File: src/rtl/semafor_pkg.sv
// Shared types and constants for the four-way intersection controller.
// Phase enum, lamp-head indices, light-vector constants, faza_o encoding.
package semafor_pkg;

  typedef enum logic [3:0] {
    AR_B    = 4'd0,
    NS_G    = 4'd1,
    NS_Y    = 4'd2,
    AR_A    = 4'd3,
    EV_G    = 4'd4,
    EV_Y    = 4'd5,
    PED_G   = 4'd6,
    PED_CLR = 4'd7,
    SERV    = 4'd8
  } faza_t;

  localparam int DIR_N = 0;
  localparam int DIR_S = 1;
  localparam int DIR_E = 2;
  localparam int DIR_V = 3;

  localparam logic [3:0] ALL_RED = 4'hF;
  localparam logic [3:0] NS_ONLY =
    (4'b1 << DIR_N) | (4'b1 << DIR_S);
  localparam logic [3:0] EV_ONLY =
    (4'b1 << DIR_E) | (4'b1 << DIR_V);

  // External 3-bit phase code; SERV folds onto 3'b111.
  function automatic logic [2:0] faza_code(faza_t f);
    return (f == SERV) ? 3'b111 : f[2:0];
  endfunction

endpackage

File: src/rtl/semafor_intersectie_param_tick_gen.sv
// Prescaler: counts enabled cycles, emits a 1-cycle tick every DIV.
// Ports: clk, reset (sync), en (hold when 0), clr (sync clear), tick.
module semafor_tick_gen #(
  parameter int DIV = 4
) (
  input  logic clk,
  input  logic reset,
  input  logic en,
  input  logic clr,
  output logic tick
);

  localparam int CW = $clog2(DIV + 1);
  localparam logic [CW-1:0] LAST = CW'(DIV - 1);

  logic [CW-1:0] cnt;

  assign tick = en && (cnt == LAST);

  always_ff @(posedge clk) begin
    if (reset) begin
      cnt <= '0;
    end else if (clr) begin
      cnt <= '0;
    end else if (en) begin
      cnt <= tick ? '0 : cnt + 1'b1;
    end
  end

endmodule

File: src/rtl/semafor_intersectie_param.sv
// Four-way traffic-light controller with pedestrian phase and service blink.
// Ports: clk_i, reset_i, enable_i, service_i, ped_req_i -> car/ped lamps, faza_o, ped_pending_o.
module semafor_intersectie_param
  import semafor_pkg::*;
#(
  parameter int TICK_DIV   = 4,
  parameter int T_GREEN    = 5,
  parameter int T_YELLOW   = 2,
  parameter int T_ALLRED   = 1,
  parameter int T_PED      = 3,
  parameter int BLINK_HALF = 2
) (
  input  logic       clk_i,
  input  logic       reset_i,
  input  logic       enable_i,
  input  logic       service_i,
  input  logic       ped_req_i,
  output logic [3:0] rosu_auto_o,
  output logic [3:0] galben_auto_o,
  output logic [3:0] verde_auto_o,
  output logic       rosu_pietoni_o,
  output logic       verde_pietoni_o,
  output logic [2:0] faza_o,
  output logic       ped_pending_o
);

  // Blink half-period shares the phase timer, so it sets the width too.
  localparam int M1 = (T_GREEN > T_YELLOW) ? T_GREEN : T_YELLOW;
  localparam int M2 = (T_ALLRED > T_PED) ? T_ALLRED : T_PED;
  localparam int M3 = (M1 > M2) ? M1 : M2;
  localparam int TMAX = (M3 > BLINK_HALF) ? M3 : BLINK_HALF;
  localparam int TW = $clog2(TMAX + 1);

  localparam logic [TW-1:0] LD_G  = TW'(T_GREEN - 1);
  localparam logic [TW-1:0] LD_Y  = TW'(T_YELLOW - 1);
  localparam logic [TW-1:0] LD_AR = TW'(T_ALLRED - 1);
  localparam logic [TW-1:0] LD_P  = TW'(T_PED - 1);
  localparam logic [TW-1:0] LD_B  = TW'(BLINK_HALF - 1);

  faza_t         state_q, state_d;
  logic [TW-1:0] tmr_q, tmr_d;
  logic          blink_q, blink_d;
  logic          pend_q, pend_d;
  logic          clr;
  logic          tick;

  semafor_tick_gen #(
    .DIV(TICK_DIV)
  ) u_tick (
    .clk  (clk_i),
    .reset(reset_i),
    .en   (enable_i),
    .clr  (clr),
    .tick (tick)
  );

  function automatic faza_t succ(faza_t s, logic pend);
    unique case (s)
      AR_B:    return pend ? PED_G : NS_G;
      NS_G:    return NS_Y;
      NS_Y:    return AR_A;
      AR_A:    return EV_G;
      EV_G:    return EV_Y;
      EV_Y:    return AR_B;
      PED_G:   return PED_CLR;
      PED_CLR: return NS_G;
      default: return AR_B;
    endcase
  endfunction

  function automatic logic [TW-1:0] dwell(faza_t s);
    unique case (s)
      NS_G, EV_G: return LD_G;
      NS_Y, EV_Y: return LD_Y;
      PED_G:      return LD_P;
      default:    return LD_AR;
    endcase
  endfunction

  always_comb begin
    state_d = state_q;
    tmr_d   = tmr_q;
    blink_d = blink_q;
    clr     = 1'b0;
    if (service_i) begin
      if (state_q != SERV) begin
        state_d = SERV;
        tmr_d   = LD_B;
        blink_d = 1'b1;
        clr     = 1'b1;
      end else if (tick) begin
        if (tmr_q == '0) begin
          tmr_d   = LD_B;
          blink_d = ~blink_q;
        end else begin
          tmr_d = tmr_q - 1'b1;
        end
      end
    end else if (state_q == SERV) begin
      state_d = AR_B;
      tmr_d   = LD_AR;
      clr     = 1'b1;
    end else if (tick) begin
      if (tmr_q == '0) begin
        state_d = succ(state_q, pend_q);
        tmr_d   = dwell(state_d);
        clr     = 1'b1;
      end else begin
        tmr_d = tmr_q - 1'b1;
      end
    end
  end

  // Clearing on PED_G entry wins over a request in the same cycle.
  always_comb begin
    pend_d = pend_q;
    if (state_d == PED_G && state_q != PED_G) begin
      pend_d = 1'b0;
    end else if (ped_req_i && state_q != PED_G) begin
      pend_d = 1'b1;
    end
  end

  always_ff @(posedge clk_i) begin
    if (reset_i) begin
      state_q <= AR_B;
      tmr_q   <= LD_AR;
      blink_q <= 1'b1;
      pend_q  <= 1'b0;
    end else begin
      state_q <= state_d;
      tmr_q   <= tmr_d;
      blink_q <= blink_d;
      pend_q  <= pend_d;
    end
  end

  always_comb begin
    rosu_auto_o     = ALL_RED;
    galben_auto_o   = 4'h0;
    verde_auto_o    = 4'h0;
    rosu_pietoni_o  = 1'b1;
    verde_pietoni_o = 1'b0;
    unique case (state_q)
      NS_G: begin
        rosu_auto_o  = EV_ONLY;
        verde_auto_o = NS_ONLY;
      end
      NS_Y: begin
        rosu_auto_o   = EV_ONLY;
        galben_auto_o = NS_ONLY;
      end
      EV_G: begin
        rosu_auto_o  = NS_ONLY;
        verde_auto_o = EV_ONLY;
      end
      EV_Y: begin
        rosu_auto_o   = NS_ONLY;
        galben_auto_o = EV_ONLY;
      end
      PED_G: begin
        rosu_pietoni_o  = 1'b0;
        verde_pietoni_o = 1'b1;
      end
      SERV: begin
        rosu_auto_o    = 4'h0;
        galben_auto_o  = blink_q ? 4'hF : 4'h0;
        rosu_pietoni_o = 1'b0;
      end
      default: ;
    endcase
  end

  assign faza_o        = faza_code(state_q);
  assign ped_pending_o = pend_q;

endmodule

File: config.mk
export PLATFORM = sky130hd
export DESIGN_NAME = semafor_intersectie_param
export DESIGN_NICKNAME = d
export VERILOG_FILES = /design/src/rtl/semafor_pkg.sv /design/src/rtl/semafor_intersectie_param_tick_gen.sv /design/src/rtl/semafor_intersectie_param.sv
export SDC_FILE = /design/constraint.sdc
export NUM_CORES = 1
export LEC_CHECK = 0
export CAP_MARGIN = 20
export CORE_ASPECT_RATIO = 1.25
export CORE_MARGIN = 2
export CORE_UTILIZATION = 45
export CTS_CLUSTER_DIAMETER = 150
export DETAILED_ROUTE_END_ITERATION = 7
export GPL_ROUTABILITY_DRIVEN = 0
export PLACE_DENSITY_LB_ADDON = 0.3
export SLEW_MARGIN = 0
export SYNTH_ARGS = -nofsm -noshare
export SYNTH_HDL_FRONTEND = slang
export SYNTH_SLANG_ARGS = --single-unit
export TNS_END_PERCENT = 100
File: constraint.sdc
create_clock -name clk_i -period 2.2 [get_ports clk_i]
set_clock_uncertainty 0.05 [all_clocks]
set_input_delay 0.55 -clock clk_i [delete_from_list [all_inputs] [get_ports clk_i]]
set_output_delay 0.55 -clock clk_i [all_outputs]
set_load 0.005 [all_outputs]
==> report_table.html, run 1 <==
<table>
<tr><th>Metric</th><th>Value</th></tr>
<tr><th colspan="2">Status</th></tr>
<tr><td>Run status</td><td>completed</td></tr>
<tr><th colspan="2">Cells and area</th></tr>
<tr><td>Final instance area</td><td>0.00142 mm^2</td></tr>
<tr><td>Final cell count without fillers</td><td>179</td></tr>
<tr><td>Final layout net count</td><td>168</td></tr>
<tr><td>Syn-to-layout area delta</td><td>47.7%</td></tr>
<tr><td>Final antenna diode count</td><td>0</td></tr>
<tr><td>Count of filler cells inserted in the layout</td><td>155</td></tr>
<tr><td>Post-route core utilization</td><td>0.708</td></tr>
<tr><td>Fraction of final layout cells sized beyond drive strength 1</td><td>0.308</td></tr>
<tr><th colspan="2">Detailed routing</th></tr>
<tr><td>Vias per Instance</td><td>5.98</td></tr>
<tr><td>Vias post-DR</td><td>1,070</td></tr>
<tr><td>Wire per inst</td><td>14.9 um</td></tr>
<tr><td>Final Routed Wirelength</td><td>2660 um</td></tr>
<tr><td>Number of violations reported at the end of detailed-routing iteration 0</td><td>36</td></tr>
<tr><td>Number of iterations in the first detailed-routing pass</td><td>4</td></tr>
<tr><td>Remaining antenna violation count after routing</td><td>0</td></tr>
<tr><td>Count of unresolved DRC violations after routing</td><td>0</td></tr>
<tr><th colspan="2">Hold path</th></tr>
<tr><td>Worst hold path type</td><td>flip-flop to flip-flop</td></tr>
<tr><th colspan="2">Logic synthesis</th></tr>
<tr><td>Seq/Total Area, Yosys</td><td>0.250</td></tr>
<tr><td>Total nets after synthesis</td><td>133</td></tr>
<tr><td>Post-synth design cell area</td><td>961 um^2</td></tr>
<tr><td>Flip-flop and latch count after synthesis</td><td>12</td></tr>
<tr><td>Number of enable-type register cells in the synthesized netlist</td><td>0</td></tr>
<tr><td>Post-Syn Instances</td><td>125</td></tr>
<tr><td>Count of unique library cells instantiated by Yosys</td><td>48</td></tr>
<tr><td>Largest cells by area after synthesis</td><td>sky130_fd_sc_hd__dfxtp_1 25%, sky130_fd_sc_hd__nand2_1 7.0%, sky130_fd_sc_hd__buf_4 6.3%, sky130_fd_sc_hd__nor2_1 4.3%, sky130_fd_sc_hd__ha_1 3.9%</td></tr>
<tr><td>Area share of the largest cell type after synthesis</td><td>0.250</td></tr>
<tr><td>Leading area contributor after synthesis</td><td>sky130_fd_sc_hd__dfxtp_1</td></tr>
<tr><td>FFs w/ async S/R, synth</td><td>0</td></tr>
<tr><td>Number of synthesis warnings</td><td>0</td></tr>
<tr><td>Flip-flop cell with the highest count after synthesis</td><td>sky130_fd_sc_hd__dfxtp_1</td></tr>
<tr><td>Most frequent cells after synthesis</td><td>18 x sky130_fd_sc_hd__nand2_1, 12 x sky130_fd_sc_hd__dfxtp_1, 11 x sky130_fd_sc_hd__nor2_1</td></tr>
<tr><td>Most frequent cell after synthesis</td><td>sky130_fd_sc_hd__nand2_1</td></tr>
<tr><td>Mean Syn Cell Area</td><td>7.69 um^2</td></tr>
<tr><th colspan="2">Setup path</th></tr>
<tr><td>Arrival time reported for the critical path endpoint</td><td>1.58 ns</td></tr>
<tr><td>Launching element type of the critical path</td><td>flip-flop</td></tr>
<tr><td>Worst path required time</td><td>1.60 ns</td></tr>
<tr><td>Sort of element at the end of the critical path</td><td>output pin</td></tr>
<tr><td>Maximum net fanout on the critical path</td><td>4</td></tr>
<tr><td>Critical setup path kind</td><td>flip-flop to output pin</td></tr>
<tr><th colspan="2">CTS</th></tr>
<tr><td>Number of buffers on the longest clock path</td><td>2</td></tr>
<tr><td>Root Buffer Master</td><td>sky130_fd_sc_hd__clkbuf_4</td></tr>
<tr><td>Clock-pin slew of the registers on the worst-case setup and hold paths</td><td>0.09 ns</td></tr>
<tr><td>Clock sinks</td><td>12</td></tr>
<tr><td>Worst skew pair latency</td><td>0.28 ns</td></tr>
<tr><td>Number of hold buffers added after CTS</td><td>0</td></tr>
<tr><td>Htree depth</td><td>1</td></tr>
<tr><td>Total CTS buffers</td><td>3</td></tr>
<tr><td>CTS tree</td><td>yes</td></tr>
<tr><th colspan="2">Global routing</th></tr>
<tr><td>Initial antenna violation count</td><td>0</td></tr>
<tr><td>Maximum number of pins on one net before global-route repair</td><td>18</td></tr>
<tr><td>Wire length of the first global-routing pass</td><td>4260 um</td></tr>
<tr><td>Global Route Usage Sum</td><td>0.220</td></tr>
<tr><td>GRT Residual Overflow</td><td>0</td></tr>
<tr><td>Vias in the first global route</td><td>1,002</td></tr>
<tr><th colspan="2">Die</th></tr>
<tr><td>Chip Height</td><td>55.7 um</td></tr>
<tr><td>Die X</td><td>45.3 um</td></tr>
<tr><td>Total core area</td><td>0.00200 mm^2</td></tr>
<tr><td>Initial cell density of the core</td><td>0.479</td></tr>
<tr><td>Top Ports</td><td>23</td></tr>
<tr><td>Die ar.</td><td>0.00252 mm^2</td></tr>
<tr><td>Core Rows</td><td>18</td></tr>
<tr><th colspan="2">STA</th></tr>
<tr><td>Setup Viol. Count Final</td><td>0</td></tr>
<tr><td>Post-layout minimum cycle time</td><td>2.18 ns</td></tr>
<tr><td>Final setup slack of the worst path</td><td>0.0233 ns</td></tr>
<tr><td>Max-Slew Margin vs Limit</td><td>0.727</td></tr>
<tr><td>Highest clock frequency the design can meet</td><td>459 MHz</td></tr>
<tr><td>Fin. Hold Viols</td><td>0</td></tr>
<tr><td>Unrepaired setup endpoints after global routing</td><td>yes</td></tr>
<tr><td>Hold slack</td><td>0.393 ns</td></tr>
<tr><td>Final Slew Violations</td><td>0</td></tr>
<tr><td>Slew at the pin closest to its max-slew limit</td><td>0.399 ns</td></tr>
<tr><td>Final worst-path cycle share</td><td>0.989</td></tr>
<tr><th colspan="2">Power and ir drop</th></tr>
<tr><td>Sequential Power Share</td><td>0.418</td></tr>
<tr><td>Power share of the combinational group</td><td>0.241</td></tr>
<tr><td>Total net switching power</td><td>0.149 mW</td></tr>
<tr><td>Share of total power consumed by net switching</td><td>0.276</td></tr>
<tr><td>Max IR drop VDD</td><td>0.394 mV</td></tr>
<tr><td>Share of power burned in the clock network</td><td>0.341</td></tr>
<tr><td>Internal power</td><td>0.391 mW</td></tr>
<tr><td>Areal power density over the cells</td><td>380 mW/mm^2</td></tr>
<tr><td>Static Leakage</td><td>0.705 nW</td></tr>
<tr><th colspan="2">Placement</th></tr>
<tr><td>Placed wire-length estimate</td><td>1700 um</td></tr>
<tr><td>Number of placed cells counting well taps</td><td>163</td></tr>
<tr><td>Standard cell area after detailed placement</td><td>0.00120 mm^2</td></tr>
<tr><td>Count of input and output buffers</td><td>22</td></tr>
<tr><td>Worst slack at placement</td><td>-0.00517 ns</td></tr>
<tr><th colspan="2">Run</th></tr>
<tr><td>Number of max-cap violations</td><td>0</td></tr>
</table>
[flip-flops by register name (all words and copies together) (netlist names)]
name,flops
state_q,4
tmr_q,3
u_tick.cnt,3
blink_q,1
ped_pending_o,1
[cells by family after synthesis]
| kind of cell | count (synthesis) | share of synthesized area |
|---|---|---|
| AOI/OAI and AO/OA | 31 | 0.247 |
| buffers and inverters | 22 | 0.130 |
| xor gates and xnor gates | 3 | 0.0273 |
| muxes | 3 | 0.0326 |
| DFF | 12 | 0.250 |
| and+or+nand+nor | 51 | 0.273 |
| adders and majority gates | 3 | 0.0391 |
[timing repair]
action,CTS,global route
endpoints found under the setup margin,17,7
pin swaps,1,3
hold endpoints to repair,0,0
gates resized for setup,27,18
gates cloned,0,1
setup buffers,3,8
[path summary, 6_finish.rpt]
| path | from | end | slack (ns) | cells after the start |
|---|---|---|---|---|
| max | state_q[1] | galben_auto_o[1] | 0.02 | 5 |
| min reg2reg | u_tick.cnt[2] | u_tick.cnt[2] | 0.39 | 2 |
| min | u_tick.cnt[2] | u_tick.cnt[2] | 0.39 | 2 |
| max reg2reg | state_q[1] | tmr_q[1] | 0.35 | 5 |
[cell usage in the layout, fill, tap and decap left out, types with 2 or more instances in the layout]
master and n:
sky130_fd_sc_hd__a2111oi_0 2, sky130_fd_sc_hd__a211o_1 2, sky130_fd_sc_hd__a21oi_1 3, sky130_fd_sc_hd__a21oi_2 2
sky130_fd_sc_hd__a311oi_1 2, sky130_fd_sc_hd__buf_4 19, sky130_fd_sc_hd__buf_6 4, sky130_fd_sc_hd__clkbuf_4 3
sky130_fd_sc_hd__clkdlybuf4s50_1 7, sky130_fd_sc_hd__dfxtp_1 8, sky130_fd_sc_hd__dfxtp_4 3, sky130_fd_sc_hd__dlygate4sd2_1 8
sky130_fd_sc_hd__dlymetal6s2s_1 5, sky130_fd_sc_hd__ha_1 3, sky130_fd_sc_hd__inv_1 5, sky130_fd_sc_hd__mux2i_1 2
sky130_fd_sc_hd__nand2_1 18, sky130_fd_sc_hd__nand2b_1 2, sky130_fd_sc_hd__nor2_1 9, sky130_fd_sc_hd__nor2_4 2
sky130_fd_sc_hd__nor2b_1 3, sky130_fd_sc_hd__nor3_1 2, sky130_fd_sc_hd__nor3_2 2, sky130_fd_sc_hd__o211ai_1 2
sky130_fd_sc_hd__o21ai_0 2, sky130_fd_sc_hd__o21bai_1 2, sky130_fd_sc_hd__o31ai_1 3, sky130_fd_sc_hd__xnor2_1 2
[per-stage QoR]
step | total power [mW] | TNS, ns
CTS | 0.539 | 0
global placement | 0.357 | 0
detailed placement | 0.359 | -0.00894
floorplan | 0.305 | 0
global route | 0.568 | -0.0832
finish | 0.540 | 0
[power by group through the flow]
| stage | sequential, mW | combinational, mW | clock, mW |
|---|---|---|---|
| 6_report | 0.226 | 0.130 | 0.184 |
| 3_3_place_gp | 0.233 | 0.124 | 0 |
| 2_1_floorplan | 0.231 | 0.0744 | 0 |
| 4_1_cts | 0.228 | 0.126 | 0.185 |
| 5_1_grt | 0.227 | 0.144 | 0.197 |
| 3_5_place_dp | 0.233 | 0.126 | 0 |
[worst max-delay path, stage by stage (launching register included)]
cell and delay (ns):
sky130_fd_sc_hd__dfxtp_4 0.36, sky130_fd_sc_hd__buf_4 0.14, sky130_fd_sc_hd__inv_1 0.07, sky130_fd_sc_hd__mux2_2 0.34, sky130_fd_sc_hd__nor3_2 0.13, sky130_fd_sc_hd__dlygate4sd2_1 0.26
[layer usage]
layer / routed length (um) / track usage / up-vias
met4: 46 / 0.0924 / 0
met1: 1060 / 0.260 / 485
met5: 0 / 0 / -
li1: - / - / 510
met2: 1390 / 0.365 / 66
met3: 171 / 0.0519 / 9
[final cells by class]
class                           count  area [um^2]  area share
Sequential cell                    12          253       0.178
Clock buffer                        4         36.3      0.0256
Timing Repair Buffer               47          430       0.303
Tap cell                           20         25.0      0.0176
Inverter                            5         18.8      0.0132
Multi-Input combinational cell     91          656       0.462
No activity file was read; power rests on OpenSTA's default activity.
==> run 2: changes to the inputs <==
--- a/config.mk
+++ b/config.mk
@@ -12,7 +12,7 @@
 export CTS_CLUSTER_DIAMETER = 150
 export DETAILED_ROUTE_END_ITERATION = 7
 export GPL_ROUTABILITY_DRIVEN = 0
-export PLACE_DENSITY_LB_ADDON = 0.3
+export PLACE_DENSITY = 0.77
 export SLEW_MARGIN = 0
 export SYNTH_ARGS = -nofsm -noshare
 export SYNTH_HDL_FRONTEND = slang
==> report_table.html, run 2 (synthesis results as in run 1) <==
<table>
<tr><th>Metric</th><th>Value</th></tr>
<tr><th colspan="2">STA</th></tr>
<tr><td>Final worst-path cycle share</td><td>0.978</td></tr>
<tr><td>Aggregate negative setup slack</td><td>0 ns</td></tr>
<tr><td>Slew at the pin closest to its max-slew limit</td><td>0.353 ns</td></tr>
<tr><td>Final Slew Violations</td><td>0</td></tr>
<tr><td>Highest clock frequency the design can meet</td><td>465 MHz</td></tr>
<tr><td>Setup Viol. Count Final</td><td>0</td></tr>
<tr><td>Fin. Hold Viols</td><td>0</td></tr>
<tr><td>Unrepaired setup endpoints after global routing</td><td>yes</td></tr>
<tr><td>Post-layout minimum cycle time</td><td>2.15 ns</td></tr>
<tr><td>Max-Slew Margin vs Limit</td><td>0.759</td></tr>
<tr><th colspan="2">CTS</th></tr>
<tr><td>Htree depth</td><td>1</td></tr>
<tr><td>Clock sinks</td><td>12</td></tr>
<tr><td>Root Buffer Master</td><td>sky130_fd_sc_hd__clkbuf_4</td></tr>
<tr><td>Total CTS buffers</td><td>3</td></tr>
<tr><td>Number of buffers on the longest clock path</td><td>2</td></tr>
<tr><td>Clock-pin slew of the registers on the worst-case setup and hold paths</td><td>0.07 ns</td></tr>
<tr><td>Worst skew pair latency</td><td>0.27 ns</td></tr>
<tr><td>Number of hold buffers added after CTS</td><td>0</td></tr>
<tr><td>CTS tree</td><td>yes</td></tr>
<tr><th colspan="2">Global routing</th></tr>
<tr><td>Vias in the first global route</td><td>963</td></tr>
<tr><td>Global Route Usage Sum</td><td>0.211</td></tr>
<tr><td>Wire length of the first global-routing pass</td><td>4060 um</td></tr>
<tr><td>GRT Residual Overflow</td><td>0</td></tr>
<tr><td>Maximum number of pins on one net before global-route repair</td><td>13</td></tr>
<tr><td>Initial antenna violation count</td><td>0</td></tr>
<tr><th colspan="2">Power and ir drop</th></tr>
<tr><td>Areal power density over the cells</td><td>394 mW/mm^2</td></tr>
<tr><td>Max IR drop VDD</td><td>0.363 mV</td></tr>
<tr><td>Static Leakage</td><td>0.659 nW</td></tr>
<tr><th colspan="2">Detailed routing</th></tr>
<tr><td>Vias post-DR</td><td>1,042</td></tr>
<tr><td>Count of unresolved DRC violations after routing</td><td>0</td></tr>
<tr><td>Remaining antenna violation count after routing</td><td>0</td></tr>
<tr><td>Vias per Instance</td><td>6.02</td></tr>
<tr><td>Number of violations reported at the end of detailed-routing iteration 0</td><td>15</td></tr>
<tr><td>Final Routed Wirelength</td><td>2590 um</td></tr>
<tr><td>Number of iterations in the first detailed-routing pass</td><td>4</td></tr>
<tr><td>Wire per inst</td><td>15.0 um</td></tr>
<tr><th colspan="2">Cells and area</th></tr>
<tr><td>Final antenna diode count</td><td>0</td></tr>
<tr><td>Most frequent cells in the layout</td><td>18 x sky130_fd_sc_hd__nand2_1, 14 x sky130_fd_sc_hd__buf_4, 11 x sky130_fd_sc_hd__dlygate4sd2_1</td></tr>
<tr><td>Max reg flops</td><td>4</td></tr>
<tr><td>Fraction of final layout cells sized beyond drive strength 1</td><td>0.268</td></tr>
<tr><td>Final layout net count</td><td>162</td></tr>
<tr><td>Most flops, register</td><td>state_q</td></tr>
<tr><td>Syn-to-layout area delta</td><td>41.4%</td></tr>
<tr><td>Largest registers ranked by flip-flop count</td><td>state_q x4, tmr_q x3, u_tick.cnt x3</td></tr>
<tr><td>Final cell count without fillers</td><td>173</td></tr>
<tr><td>Count of filler cells inserted in the layout</td><td>159</td></tr>
<tr><td>Most common library cell in the layout ignoring fill and taps</td><td>sky130_fd_sc_hd__nand2_1</td></tr>
<tr><th colspan="2">Die</th></tr>
<tr><td>Top Ports</td><td>23</td></tr>
<tr><td>Initial cell density of the core</td><td>0.479</td></tr>
<tr><td>Total core area</td><td>0.00200 mm^2</td></tr>
<tr><td>Chip Height</td><td>55.7 um</td></tr>
<tr><td>Die ar.</td><td>0.00252 mm^2</td></tr>
<tr><td>Die X</td><td>45.3 um</td></tr>
<tr><td>Core Rows</td><td>18</td></tr>
<tr><th colspan="2">Setup path</th></tr>
<tr><td>Number of buffers and inverters on the critical path</td><td>3</td></tr>
<tr><td>Cell chain of the critical path</td><td>buf_6 &gt; and4bb_2 &gt; buf_4 &gt; nor2_1 &gt; dlygate4sd2_1</td></tr>
<tr><td>Largest stage delay on the critical path</td><td>0.36 ns</td></tr>
<tr><td>Family with the most delay on the worst path</td><td>buffers and inverters</td></tr>
<tr><td>Maximum net fanout on the critical path</td><td>12</td></tr>
<tr><td>Critical setup path kind</td><td>flip-flop to output pin</td></tr>
<tr><td>Cell at the slowest stage of the critical path</td><td>sky130_fd_sc_hd__dfxtp_2</td></tr>
<tr><td>Launching element type of the critical path</td><td>flip-flop</td></tr>
<tr><td>Critical register-to-register path endpoint</td><td>tmr_q[2]</td></tr>
<tr><td>Cells on worst reg2reg path</td><td>6</td></tr>
<tr><td>Reg-to-reg slack, setup</td><td>0.39 ns</td></tr>
<tr><td>Sort of element at the end of the critical path</td><td>output pin</td></tr>
<tr><td>Critical path depth in cells</td><td>5</td></tr>
<tr><td>Worst path required time</td><td>1.60 ns</td></tr>
<tr><td>Reg-to-Reg Start</td><td>state_q[3]</td></tr>
<tr><td>Arrival time reported for the critical path endpoint</td><td>1.55 ns</td></tr>
<tr><th colspan="2">Hold path</th></tr>
<tr><td>Sink of the worst hold path</td><td>u_tick.cnt[2]</td></tr>
<tr><td>Source of the worst hold timing path</td><td>u_tick.cnt[2]</td></tr>
<tr><td>Cells on Worst Hold Path</td><td>2</td></tr>
<tr><td>Worst hold path type</td><td>flip-flop to flip-flop</td></tr>
<tr><th colspan="2">Run</th></tr>
<tr><td>Number of max-cap violations</td><td>0</td></tr>
<tr><th colspan="2">Placement</th></tr>
<tr><td>Placed wire-length estimate</td><td>1830 um</td></tr>
<tr><td>Count of input and output buffers</td><td>22</td></tr>
<tr><td>Number of placed cells counting well taps</td><td>163</td></tr>
<tr><th colspan="2">Status</th></tr>
<tr><td>Run status</td><td>completed</td></tr>
</table>
## run 2: worst max-delay path by stage
stage / startpoint / to / slack (ns)
4_1_cts: state_q[1] / verde_auto_o[0] / 0.02
6_report: state_q[0] / rosu_pietoni_o / 0.05
2_1_floorplan: state_q[1] / galben_auto_o[1] / 0.31
3_5_place_dp: enable_i / u_tick.cnt[1] / 0.02
5_1_grt: state_q[0] / rosu_auto_o[2] / -0.03
3_3_place_gp: enable_i / u_tick.cnt[2] / 0.08
## run 2: timing repair
| item | CTS | global route |
|---|---|---|
| pin swaps | 2 | 1 |
| hold endpoints to repair | 0 | 0 |
| setup endpoints to repair | 14 | 6 |
| buffers inserted | 6 | 0 |
| resized for setup | 27 | 9 |
| cloned | 0 | 0 |
## run 2: power by group
group	internal [mW]	switching (mW)	total [mW]
Clock	0.101	0.0733	0.174
Sequential	0.221	0.00613	0.227
Combinational	0.0726	0.0615	0.134
## run 2: cell type report
type	count	area [um^2]	area share
well taps	20	25.0	0.0184
clock buffers	4	36.3	0.0267
repair buffers	41	375	0.276
inverters	5	18.8	0.0138
multi-input cells	91	654	0.482
flip-flops and latches	12	249	0.183
## run 2: per-stage QoR
stage                     worst slack [ns]  instance area (um^2)  total power, mW  hold WS [ns]  utilization
final                               0.0476                  1360            0.535         0.387        0.678
after global routing               -0.0290                  1360            0.558         0.422        0.678
after CTS                           0.0154                  1320            0.535         0.388        0.660
after detailed placement            0.0212                  1200            0.361         0.377        0.597
after global placement              0.0819                  1200            0.357         0.375        0.597
after floorplan                      0.308                   961            0.305         0.364            -
## run 2: routing by layer
layer / part of all wire / vias up / track usage
met5: 0 / - / 0
met4: 0.035 / 0 / 0.113
met3: 0.043 / 10 / 0.0227
met2: 0.53 / 39 / 0.388
met1: 0.39 / 493 / 0.216
li1: - / 500 / -
## run 2: worst min-delay path, cell delays in order (launching register included)
cell                      delay (ns)
sky130_fd_sc_hd__dfxtp_1        0.32
sky130_fd_sc_hd__nand2_1        0.05
sky130_fd_sc_hd__nor2_1         0.03
==> run 3: changes to the inputs <==
--- a/config.mk
+++ b/config.mk
@@ -9,10 +9,12 @@
 export CORE_ASPECT_RATIO = 1.25
 export CORE_MARGIN = 2
 export CORE_UTILIZATION = 45
+export CTS_BUF_LIST = sky130_fd_sc_hd__clkbuf_8
 export CTS_CLUSTER_DIAMETER = 150
 export DETAILED_ROUTE_END_ITERATION = 7
+export DONT_BUFFER_PORTS = 1
 export GPL_ROUTABILITY_DRIVEN = 0
-export PLACE_DENSITY = 0.77
+export PLACE_DENSITY = 0.64
 export SLEW_MARGIN = 0
 export SYNTH_ARGS = -nofsm -noshare
 export SYNTH_HDL_FRONTEND = slang
==> report_table.html, run 3 (synthesis results as in run 1) <==
<table>
<tr><th>Metric</th><th>Value</th></tr>
<tr><th colspan="2">Cells and area</th></tr>
<tr><td>Storage cell area</td><td>240 um^2</td></tr>
<tr><td>Largest registers ranked by flip-flop count</td><td>state_q x4, tmr_q x3, u_tick.cnt x3</td></tr>
<tr><td>Combined area of the multi-input logic cells</td><td>596 um^2</td></tr>
<tr><td>Final antenna diode count</td><td>0</td></tr>
<tr><td>Post-route core utilization</td><td>0.493</td></tr>
<tr><td>Fraction of final layout cells sized beyond drive strength 1</td><td>0.134</td></tr>
<tr><td>Final layout net count</td><td>128</td></tr>
<tr><td>Most frequent cells in the layout</td><td>18 x sky130_fd_sc_hd__nand2_1, 12 x sky130_fd_sc_hd__dfxtp_1, 11 x sky130_fd_sc_hd__nor2_1</td></tr>
<tr><td>Syn-to-layout area delta</td><td>2.73%</td></tr>
<tr><td>Most flops, register</td><td>state_q</td></tr>
<tr><td>Count of filler cells inserted in the layout</td><td>209</td></tr>
<tr><td>Max reg flops</td><td>4</td></tr>
<tr><td>Final cell count without fillers</td><td>139</td></tr>
<tr><td>Most common library cell in the layout ignoring fill and taps</td><td>sky130_fd_sc_hd__nand2_1</td></tr>
<tr><td>Final instance area</td><td>987 um^2</td></tr>
<tr><th colspan="2">Detailed routing</th></tr>
<tr><td>Count of unresolved DRC violations after routing</td><td>0</td></tr>
<tr><td>Final Routed Wirelength</td><td>2100 um</td></tr>
<tr><td>Remaining antenna violation count after routing</td><td>0</td></tr>
<tr><td>Number of violations reported at the end of detailed-routing iteration 0</td><td>7</td></tr>
<tr><td>Vias post-DR</td><td>859</td></tr>
<tr><td>Wire per inst</td><td>15.1 um</td></tr>
<tr><td>Number of iterations in the first detailed-routing pass</td><td>4</td></tr>
<tr><td>Vias per Instance</td><td>6.18</td></tr>
<tr><th colspan="2">Die</th></tr>
<tr><td>Core Rows</td><td>18</td></tr>
<tr><td>Die ar.</td><td>0.00252 mm^2</td></tr>
<tr><td>Top Ports</td><td>23</td></tr>
<tr><td>Total core area</td><td>0.00200 mm^2</td></tr>
<tr><td>Chip Height</td><td>55.7 um</td></tr>
<tr><td>Die X</td><td>45.3 um</td></tr>
<tr><td>Initial cell density of the core</td><td>0.479</td></tr>
<tr><th colspan="2">STA</th></tr>
<tr><td>Fin. Hold Viols</td><td>0</td></tr>
<tr><td>Slew at the pin closest to its max-slew limit</td><td>0.412 ns</td></tr>
<tr><td>Final Slew Violations</td><td>0</td></tr>
<tr><td>Post-layout minimum cycle time</td><td>2.06 ns</td></tr>
<tr><td>Final worst-path cycle share</td><td>0.936</td></tr>
<tr><td>Final setup slack of the worst path</td><td>0.140 ns</td></tr>
<tr><td>Max-Slew Margin vs Limit</td><td>0.719</td></tr>
<tr><td>Setup Viol. Count Final</td><td>0</td></tr>
<tr><td>Highest clock frequency the design can meet</td><td>485 MHz</td></tr>
<tr><td>Aggregate negative setup slack</td><td>0 ns</td></tr>
<tr><td>Hold slack</td><td>0.324 ns</td></tr>
<tr><td>Unrepaired setup endpoints after global routing</td><td>no</td></tr>
<tr><th colspan="2">Global routing</th></tr>
<tr><td>Global Route Usage Sum</td><td>0.189</td></tr>
<tr><td>Initial antenna violation count</td><td>0</td></tr>
<tr><td>Vias in the first global route</td><td>790</td></tr>
<tr><td>GRT Residual Overflow</td><td>0</td></tr>
<tr><td>Maximum number of pins on one net before global-route repair</td><td>20</td></tr>
<tr><td>Wire length of the first global-routing pass</td><td>3620 um</td></tr>
<tr><th colspan="2">Power and ir drop</th></tr>
<tr><td>Total Power Consumption</td><td>0.542 mW</td></tr>
<tr><td>Areal power density over the cells</td><td>549 mW/mm^2</td></tr>
<tr><td>Max IR drop VDD</td><td>0.411 mV</td></tr>
<tr><td>Static Leakage</td><td>0.406 nW</td></tr>
<tr><th colspan="2">CTS</th></tr>
<tr><td>Clock-pin slew of the registers on the worst-case setup and hold paths</td><td>0.05 ns</td></tr>
<tr><td>Post-CTS Setup Repair Bufs</td><td>0</td></tr>
<tr><td>Total CTS buffers</td><td>3</td></tr>
<tr><td>Htree depth</td><td>1</td></tr>
<tr><td>Clock sinks</td><td>12</td></tr>
<tr><td>CTS tree</td><td>yes</td></tr>
<tr><td>Number of buffers on the longest clock path</td><td>2</td></tr>
<tr><td>Root Buffer Master</td><td>sky130_fd_sc_hd__clkbuf_8</td></tr>
<tr><td>Post-cts gate resize count</td><td>0</td></tr>
<tr><td>Number of hold buffers added after CTS</td><td>0</td></tr>
<tr><td>Worst skew pair latency</td><td>0.24 ns</td></tr>
<tr><th colspan="2">Placement</th></tr>
<tr><td>Number of placed cells counting well taps</td><td>135</td></tr>
<tr><td>Worst slack at placement</td><td>0.333 ns</td></tr>
<tr><td>Count of input and output buffers</td><td>0</td></tr>
<tr><td>Placed wire-length estimate</td><td>1600 um</td></tr>
<tr><td>Standard cell area after detailed placement</td><td>932 um^2</td></tr>
<tr><th colspan="2">Setup path</th></tr>
<tr><td>Cells on worst reg2reg path</td><td>3</td></tr>
<tr><td>Critical register-to-register path endpoint</td><td>tmr_q[1]</td></tr>
<tr><td>Reg-to-Reg Start</td><td>state_q[3]</td></tr>
<tr><td>Largest stage delay on the critical path</td><td>0.40 ns</td></tr>
<tr><td>Sort of element at the end of the critical path</td><td>output pin</td></tr>
<tr><td>Cell at the slowest stage of the critical path</td><td>sky130_fd_sc_hd__dfxtp_1</td></tr>
<tr><td>Reg-to-reg slack, setup</td><td>0.32 ns</td></tr>
<tr><td>Critical setup path kind</td><td>flip-flop to output pin</td></tr>
<tr><td>Launching element type of the critical path</td><td>flip-flop</td></tr>
<tr><td>Maximum net fanout on the critical path</td><td>16</td></tr>
<tr><td>Arrival time reported for the critical path endpoint</td><td>1.46 ns</td></tr>
<tr><td>Cell chain of the critical path</td><td>buf_4 &gt; nand2_1 &gt; mux2_2 &gt; nor3_1</td></tr>
<tr><td>Worst path required time</td><td>1.60 ns</td></tr>
<tr><th colspan="2">Hold path</th></tr>
<tr><td>Source of the worst hold timing path</td><td>reset_i</td></tr>
<tr><td>Cells on Worst Hold Path</td><td>1</td></tr>
<tr><td>Sink of the worst hold path</td><td>state_q[1]</td></tr>
<tr><td>Worst hold path type</td><td>input port to flip-flop</td></tr>
<tr><th colspan="2">Run</th></tr>
<tr><td>Number of max-cap violations</td><td>0</td></tr>
<tr><th colspan="2">Status</th></tr>
<tr><td>Run status</td><td>completed</td></tr>
</table>
==> run 3: changes by cell type in the layout (fill, tap and decap cells not counted), sizes merged <==
cell / before / now
buf: 19 / 7
dlygate4sd2: 11 / 0
clkdlybuf4s50: 8 / 0
dlymetal6s2s: 3 / 0
==> run 3: worst max path at each step <==
stage	from	to	slack, ns
CTS	state_q[3]	galben_auto_o[0]	0.12
global route	state_q[3]	galben_auto_o[0]	0.02
detailed placement	state_q[3]	tmr_q[1]	0.33
global placement	state_q[3]	galben_auto_o[0]	0.40
floorplan	state_q[1]	galben_auto_o[1]	0.31
finish	state_q[3]	galben_auto_o[0]	0.14
==> run 3: final cells by class <==
type,instances,share of cell area
clock buffer,4,0.0558
inverter,5,0.0190
multi-input combinational,91,0.603
sequential,12,0.243
tap,20,0.0253
timing repair buffer,7,0.0532
==> run 3: routing by layer <==
metal,track usage,up-vias,part of all wire
li1,-,434,-
met4,0.0882,0,0.020
met5,0,-,0
met1,0.251,396,0.44
met3,0.0357,5,0.050
met2,0.286,24,0.49
==> run 3: critical path, delay by kind of cell (launching register included) <==
kind	cells	cell delay (ns)
buffers and inverters	1	0.22
DFF	1	0.40
muxes	1	0.25
and+or+nand+nor	2	0.34
==> run 3: report_power, final <==
group          total [mW]  switching (mW)  internal (mW)
clock               0.237          0.0789          0.158
combinational      0.0755          0.0414         0.0341
sequential          0.229         0.00659          0.223
total               0.542           0.127          0.415
